$ cat src/rtl/arith_pkg.sv
// arith_pkg: state encoding and default width shared by the iterative arithmetic units
package arith_pkg;
  typedef enum logic [1:0] {
    S_IDLE = 2'd0,
    S_CALC = 2'd1,
    S_DONE = 2'd2
  } state_t;
  localparam int ARITH_W = 8;
endpackage

$ cat src/rtl/mul_unsign.sv
// mul_unsign: iterative unsigned shift-and-add multiplier, one multiplier bit per clock
module mul_unsign
  import arith_pkg::*;
#(
  parameter int W = ARITH_W
) (
  input  logic           clk,
  input  logic           rst,
  input  logic           start,
  input  logic [W-1:0]   X,
  input  logic [W-1:0]   Y,
  output logic           busy,
  output logic           data_ok,
  output logic [2*W-1:0] P
);
  localparam int CW = $clog2(W + 1);
  state_t         state, state_n;
  logic [2*W-1:0] mc, mc_n, p_n;
  logic [W-1:0]   mr, mr_n;
  logic [CW-1:0]  count, count_n;
  logic           data_ok_n, accept;
  assign busy   = state == S_CALC;
  assign accept = start && state != S_CALC;
  always_comb begin
    state_n   = state;
    mc_n      = mc;
    mr_n      = mr;
    p_n       = P;
    count_n   = count;
    data_ok_n = data_ok;
    if (accept) begin
      mc_n      = {{W{1'b0}}, X};
      mr_n      = Y;
      p_n       = '0;
      count_n   = '0;
      data_ok_n = 1'b0;
      state_n   = S_CALC;
    end else if (state == S_CALC) begin
      p_n     = mr[0] ? P + mc : P;
      mc_n    = mc << 1;
      mr_n    = mr >> 1;
      count_n = count + 1'b1;
      // fixed W iterations keeps latency independent of the operands
      if (count_n == CW'(W)) begin
        state_n   = S_DONE;
        data_ok_n = 1'b1;
      end
    end
  end
  always_ff @(posedge clk) begin
    if (rst) begin
      state   <= S_IDLE;
      mc      <= '0;
      mr      <= '0;
      P       <= '0;
      count   <= '0;
      data_ok <= 1'b0;
    end else begin
      state   <= state_n;
      mc      <= mc_n;
      mr      <= mr_n;
      P       <= p_n;
      count   <= count_n;
      data_ok <= data_ok_n;
    end
  end
endmodule
$ cat config.mk
export PLATFORM = sky130hd
export DESIGN_NAME = mul_unsign
export DESIGN_NICKNAME = d
export VERILOG_FILES = /design/src/rtl/arith_pkg.sv /design/src/rtl/mul_unsign.sv
export SDC_FILE = /design/constraint.sdc
export NUM_CORES = 1
export LEC_CHECK = 0
export CAP_MARGIN = 25
export CORE_ASPECT_RATIO = 0.5
export CORE_MARGIN = 3
export CORE_UTILIZATION = 40
export CTS_CLUSTER_SIZE = 14
export DETAILED_ROUTE_END_ITERATION = 10
export GPL_TIMING_DRIVEN = 0
export PLACE_DENSITY = 0.62
export SLEW_MARGIN = 20
export SYNTH_ARGS = -nofsm -noshare
export SYNTH_HDL_FRONTEND = slang
export SYNTH_SLANG_ARGS = --single-unit
$ cat constraint.sdc
create_clock -name clk -period 1.9 [get_ports clk]
set_input_delay 0.38 -clock clk [delete_from_list [all_inputs] [get_ports clk]]
set_output_delay 0.38 -clock clk [all_outputs]
set_load 0.1 [all_outputs]
# == Word-level counts from Yosys, hierarchy flattened ==
# Index checks and enable logic that the tools add are counted.
# W data, S select, Z words.
# op_classes
add_sub_neg,2
n_eq_ne,3
muxes,7
reduce_logical,7
# ops
cell,n
$mux W8,4
$add A16 B16 Y16,1
$reduce_and A2 Y1,3
$add A4 B1 Y4 const B,1
$eq A4 B4 Y1 const B,1
$reduce_bool A2 Y1,2
$mux W1,3
$eq A2 B1 Y1 const B,1
$ne A2 B1 Y1 const B,1
$reduce_or A2 Y1,1
$logic_and A1 B1 Y1,1
# totals
reg_bits,46
elab_cells,26
output_inout_bits,18

# == Longest topological paths before layout ==
# Gate-level depths: netlist (run 1).
# logic_depth
ltp_word,5
depth_mapped,8
ltp_nobuf,8

# == Worst setup path before layout (run 1) ==
# Ideal clock, no wire load.
# synth_timing
path_type,register to register
from,register P[0]
to,register P[14]
arrival_time_ns,2.419
required_ns,1.759
period_less_slack_ns,2.560
n_path_buf,0
stages_incl_launch_ff,9
path_slack_ns,-0.660
cell_sequence,dfxtp_1 > ha_1 > fa_1 > a21oi_1 > nand4b_1 > a21oi_1 > o31ai_1 > mux2i_1 > o311ai_0
# synth_via
elab_chain_len,1
# synth_rtl
element,line,text
"start, declared",mul_unsign.sv:14,output logic [2*W-1:0] P
"start signal, assigned",mul_unsign.sv:62,P <= p_n;
$add A16 B16 Y16,mul_unsign.sv:39,p_n = mr[0] ? P + mc : P;
# No other way between the ends.
# A chain may end at the register's enable or synchronous reset.

# == Worst setup path after layout (run 1) ==
# layout_timing
from,register mc[0]
to,register P[14]
# layout_via
elab_chain_len,1
# layout_rtl
element,line,text
"start, declared",mul_unsign.sv:18,"logic [2*W-1:0] mc, mc_n, p_n;"
"start signal, assigned",mul_unsign.sv:60,mc <= mc_n;
$add A16 B16 Y16,mul_unsign.sv:39,
# No other way between the ends.

==> results of run 1 <==
## synth_stat cells (4+ instances only)
| cell | instances | area share, % |
|---|---|---|
| a211oi_1 | 19 | 5.5 |
| a21o_1 | 6 | 1.7 |
| a21oi_1 | 30 | 5.8 |
| buf_1 | 4 | 0.58 |
| clkbuf_1 | 6 | 0.87 |
| dfxtp_1 | 46 | 36 |
| ha_1 | 16 | 7.7 |
| mux2i_1 | 17 | 6.6 |
| nand2_1 | 42 | 6.1 |
| nand3_1 | 14 | 2.7 |
| nand4_1 | 7 | 1.7 |
| nor2_1 | 28 | 4.1 |
| o21ai_0 | 5 | 0.97 |
| o21ai_1 | 4 | 0.77 |
| xnor2_1 | 6 | 2.0 |
| xor2_1 | 4 | 1.4 |
## layer usage
metal / up-vias / track usage (%) / part of all wire (%)
met1: 1181 / 27.2 / 48
met4: 0 / 6.28 / 0.97
met5: - / 0 / 0
met2: 83 / 30.9 / 44
li1: 1231 / - / -
met3: 9 / 5.33 / 7.0
## power groups by stage
stage / sequential, mW / combinational, mW / clock [mW]
2_1_floorplan: 1.05 / 0.204 / 0
3_3_place_gp: 1.05 / 0.309 / 0
4_1_cts: 1.03 / 0.317 / 1.03
3_5_place_dp: 1.05 / 0.314 / 0
5_1_grt: 1.03 / 0.377 / 1.10
6_report: 1.03 / 0.347 / 1.01
## per-stage QoR
step | total power, mW | setup WS, ps | std cells | hold WS, ps | utilization [%]
5_1_grt | 2.51 | -191 | 454 | 491 | 58.6
6_report | 2.39 | -124 | 454 | 457 | 58.6
3_5_place_dp | 1.37 | -681 | 427 | 451 | 51.9
2_1_floorplan | 1.26 | -119 | 305 | 449 | -
3_3_place_gp | 1.36 | -671 | 427 | 445 | 51.9
4_1_cts | 2.38 | -113 | 437 | 459 | 55.5
## layout make-up
type,count,area [um^2]
Clock buffer,6,129
Clock inverter,2,36.3
Tap cell,88,110
Buffer,17,109
Sequential cell,46,990
Multi-Input combinational cell,238,1730
Timing Repair Buffer,55,500
Inverter,2,7.51
Fill cell,563,2550
## flip-flops by register name, indices dropped and copies added, names as in the netlist
register and cells:
P 16, count 4, state 2, mr 8
mc 16
## how the worst min path moves through the flow
stage,depth (start not counted),end
2_1_floorplan,2,mc[12]
3_3_place_gp,2,state[1]
3_5_place_dp,2,state[1]
4_1_cts,2,state[1]
5_1_grt,2,P[5]
6_report,2,state[1]
## tightest hold or removal path: cells and delay by family (launching register included)
family | cells | cell delay (ps)
flops | 1 | 320
compound gates | 1 | 50
buf+inv | 1 | 50
## cell families after synthesis
kind of cell               after synthesis  synth area share (%)
and+or+nand+nor                        111                  20.0
AOI/OAI and AO/OA                       83                  20.7
DFF                                     46                  35.6
buffers and inverters                   21                  5.22
muxes                                   17                  6.57
adders and majority gates               17                  8.51
xor gates and xnor gates                10                  3.38
## timing repair
item,4_1_cts,5_1_grt
buffers inserted,2,19
hold buffers,0,0
endpoints found under the setup margin,24,20
pin swaps,2,14
resized for setup,44,32
==> results.toml, run 1 <==
[run_status]
outcome = "complete, but fails checks"
violations = "setup timing"

[final_layout]
final_cell_area_um2 = 3610
syn_to_final_growth_pct = 39.4
drive_gt1_share_pct = 25.4
diodes = 0
final_nets = 401
final_common_cell = "nand2_1"
layout_common_cells = "nand2_1, nor2_1, a21oi_1"

[synth]
synth-seq-area-share_pct = 35.6
synth-async-reset-ratio_pct = 0
syn_nets = 341
synth_edf_count = 0
synth_ff_type = "dfxtp_1"
yosysWarnings = 0
netlist_area_um2 = 2590
synth_cell_types = 49
syn_area_per_cell_um2 = 8.49
ys_seq_elements = 46
syn-instance-count = 305

[clock_tree]
numCtsBuffers = 5
cts_max_path_buffers = 2
cts_tree = "done"
clk_latency_ps = 290
htree_num_levels = 2
clock-sinks = 46
cts.clk_slew.worst_paths_ps = 70
cts_root_buf = "clkbuf_16"

[floorplanning]
start_util_pct = 42.1
design.core.area_um2 = 6160
std_cell_rows = 20
ioPinCount = 37
die-area_um2 = 7530
die_h_um = 62.9
die-width_um = 120

[worst_setup_path]
startpoint = "mc[0]"
crit_required_ps = 2060
r2r-end = "P[14]"
critical-path-max-stage-delay_ps = 360
critPathMaxFanout = 3
slowest_stage = "dfxtp_4"
path_depth = 8
end_kind = "flop"
timing.rr.start = "mc[0]"
path_buf_inv = 0
crit_path_cell_trace = "ha_4 -> fa_2 -> a21oi_2 -> nand4b_1 -> a21oi_1 -> o31ai_2 -> mux2i_1 -> o311ai_0"
startpoint_type = "flop"
endpoint = "P[14]"
critPathTopFamily = "compound AO/OA/AOI/OAI gates"
rr_worst_depth = 8
reg2reg_setup_slack_ps = -120
crit_arrival_ps = 2180
crit_type = "reg2reg"

[power_and_ir_drop]
clock_power_share_pct = 42.4
sw_frac_of_total_pct = 26.2
power.internal_mw = 1.76
p_leak_nw = 1.42
peakVddDrop_mv = 0.333
seqPwrFrac_pct = 43.1
pwr-share-comb_pct = 14.5
power_density_nw_per_um2 = 662
p_sw_mw = 0.625

[place]
detailed_place_hpwl_um = 5320
place_area_um2 = 3190
io_buffers = 34
routabilityCongestion = 0.917

[grt]
grt_pass1_vias = 2393
grt_overflow = 0
grt_pass1_wl_um = 11900
grt_max_degree = 15
grt_usage_pct = 20.0
antenna_found_initial = 0

[sta]
setup_viol_count_final = 5
rsz0062_at_grt = "yes"
slew_viol_final = 0
post-route-period-util_pct = 107
fin_ws_ps = -124
skew_ps = 3.69
final.setup.tns_ps = -308
layout_min_cycle_time_ps = 2020
slew_headroom_pct = 35.9
hold_viol = 0
worstMarginPinSlew_ps = 965
fmax_mhz = 494

[route]
wl_per_cell_um = 16.4
vias = 2504
avgViaCountPerCell = 5.52
drt_iter0_markers = 170
firstDrtPassIters = 4
postRouteAntennaNets = 0
wl_um = 7460
drc = 0

[worst_hold_path]
min_from = "state[1]"
hp-class = "reg2reg"

[flow_run]
drv_cap = 0
Note: power is estimated with default switching activity, not from simulation.
==> run 2: changes to the inputs <==
Settings changed: GPL_TIMING_DRIVEN 0 to 1.
==> run 2 against run 1 <==
  * The flow still finishes with violations (setup timing)
  * Clock-buffer cell count rose by 1
  * Die area unchanged
  * Sequential power hardly changed
  * Register-to-register slack gained 50 ps
  * Critical endpoint unchanged
==> results.toml, run 2 (synthesis gave the netlist of run 1 again) <==
[clock_tree]
cts_tree = "done"
cts.clk_slew.worst_paths_ps = 70
htree_num_levels = 2
numCtsBuffers = 5
cts_root_buf = "clkbuf_16"
clk_latency_ps = 290
cts_max_path_buffers = 2
clock-sinks = 46

[sta]
rsz0062_at_grt = "yes"
final.setup.tns_ps = -103
fin_ws_ps = -69.4
post-route-period-util_pct = 104
layout_min_cycle_time_ps = 1970
hold_ws_ps = 461
fmax_mhz = 508
hold_viol = 0
slew_viol_final = 0
setup_viol_count_final = 2
worstMarginPinSlew_ps = 344
skew_ps = 4.18
slew_headroom_pct = 77.1

[route]
firstDrtPassIters = 4
vias = 2419
drt_iter0_markers = 158
avgViaCountPerCell = 5.39
wl_um = 7000
drc = 0
postRouteAntennaNets = 0
wl_per_cell_um = 15.6

[worst_setup_path]
r2r-end = "P[14]"
critPathTopFamily = "compound AO/OA/AOI/OAI gates"
path_buf_inv = 0
startpoint_type = "flop"
end_kind = "flop"
critPathMaxFanout = 3
reg2reg_setup_slack_ps = -70
timing.rr.start = "P[0]"
crit_arrival_ps = 2130
rr_worst_depth = 8
critical-path-max-stage-delay_ps = 360
crit_type = "reg2reg"
slowest_stage = "fa_2"
path_common_cell = "a21oi_2"
crit_path_cell_trace = "ha_4 -> fa_2 -> a21oi_2 -> nand4b_1 -> a21oi_2 -> o31ai_2 -> mux2i_1 -> o311ai_1"
crit_required_ps = 2060

[final_layout]
final_cell_area_um2 = 3650
final_core_util_pct = 59.2
final_nets = 396
fillers = 576
drive_gt1_share_pct = 28.3
syn_to_final_growth_pct = 40.9
multi_input_comb_area_um2 = 1690
diodes = 0
seqCellArea_um2 = 971
layout_common_cells = "nand2_1, buf_4, nor2_1"
final_common_cell = "nand2_1"
reg_top3 = "P x16, mc x16, mr x8"

[grt]
grt_usage_pct = 19.2
antenna_found_initial = 0
grt_pass1_vias = 2306
grt_overflow = 0
grt_max_degree = 22
grt_pass1_wl_um = 11600

[floorplanning]
ioPinCount = 37
die-width_um = 120
design.core.area_um2 = 6160
die-area_um2 = 7530
die_h_um = 62.9
start_util_pct = 42.1
std_cell_rows = 20

[place]
routabilityCongestion = 0.899
pre_cts_slack_ps = -113
place_area_um2 = 3430
io_buffers = 36
detailed_place_hpwl_um = 5290

[power_and_ir_drop]
power_density_nw_per_um2 = 640
peakVddDrop_mv = 0.296
p_leak_nw = 1.44

[worst_hold_path]
hold-path-cell-count = 2
hp-class = "reg2reg"
holdPathEnd = "state[1]"
min_from = "state[1]"

[flow_run]
drv_cap = 0

[run_status]
violations = "setup timing"
outcome = "complete, but fails checks"
-- run 2: cell count changes in the layout (fill, tap and decap cells not counted), moves of 3 or more --
cell | previous run | this run
buf_12 | 0 | 13
dfxtp_1 | 21 | 26
clkbuf_8 | 3 | 0
clkbuf_1 | 7 | 1
dfxtp_4 | 15 | 10
buf_2 | 3 | 0
clkdlybuf4s15_1 | 12 | 0
buf_1 | 3 | 0
buf_4 | 22 | 36
-- run 2: power breakdown --
| group | switching (mW) | leakage [nW] | internal [mW] | total (mW) |
|---|---|---|---|---|
| clock | 0.387 | 0.0753 | 0.569 | 0.956 |
| sequential | 0.0391 | 0.387 | 0.991 | 1.03 |
| combinational | 0.186 | 0.977 | 0.162 | 0.348 |
-- run 2: worst max path at each step --
stage          start  cells past startpoint  endpoint
6_report        P[0]                      8     P[14]
5_1_grt         P[0]                      8     P[14]
4_1_cts         P[0]                      8     P[14]
3_5_place_dp   mc[0]                      8     P[14]
3_3_place_gp    P[0]                      8     P[14]
2_1_floorplan   P[0]                      8     P[14]
-- run 2: worst register-to-register path: stages, from the launching register on --
cell and delay (ps):
dfxtp_4 350, ha_4 160, fa_2 360, a21oi_2 150
nand4b_1 190, a21oi_2 80, o31ai_2 210, mux2i_1 220
o311ai_1 120
-- run 2: area by class of cell --
type	instances	share of cell area, %
flip-flops and latches	46	26.6
multi-input cells	238	46.2
inverters	2	0.206
clock buffers	7	4.22
repair buffers	67	19.5
well taps	88	3.02
clock inverters	1	0.206
-- run 2: routing by layer --
metal	up-vias	wire length, um	GRT usage [%]
met2	57	3020	28.5
li1	1223	-	-
met1	1133	3530	27.8
met3	6	383	5.24
met4	0	63	4.28
met5	-	0	0
-- run 2: metrics by stage --
stage                     power (mW)  instances
final                           2.33        449
after detailed placement        1.39        440
after floorplan                 1.26        305
after global placement          1.39        440
after CTS                       2.35        448
after global routing            2.44        449
-- run 2: what timing repair did --
item	CTS	global route
hold buffers	0	0
endpoints found under the setup margin	3	11
cloned	0	0
pin swaps	0	9
setup buffers	0	1
gates resized for setup	2	16
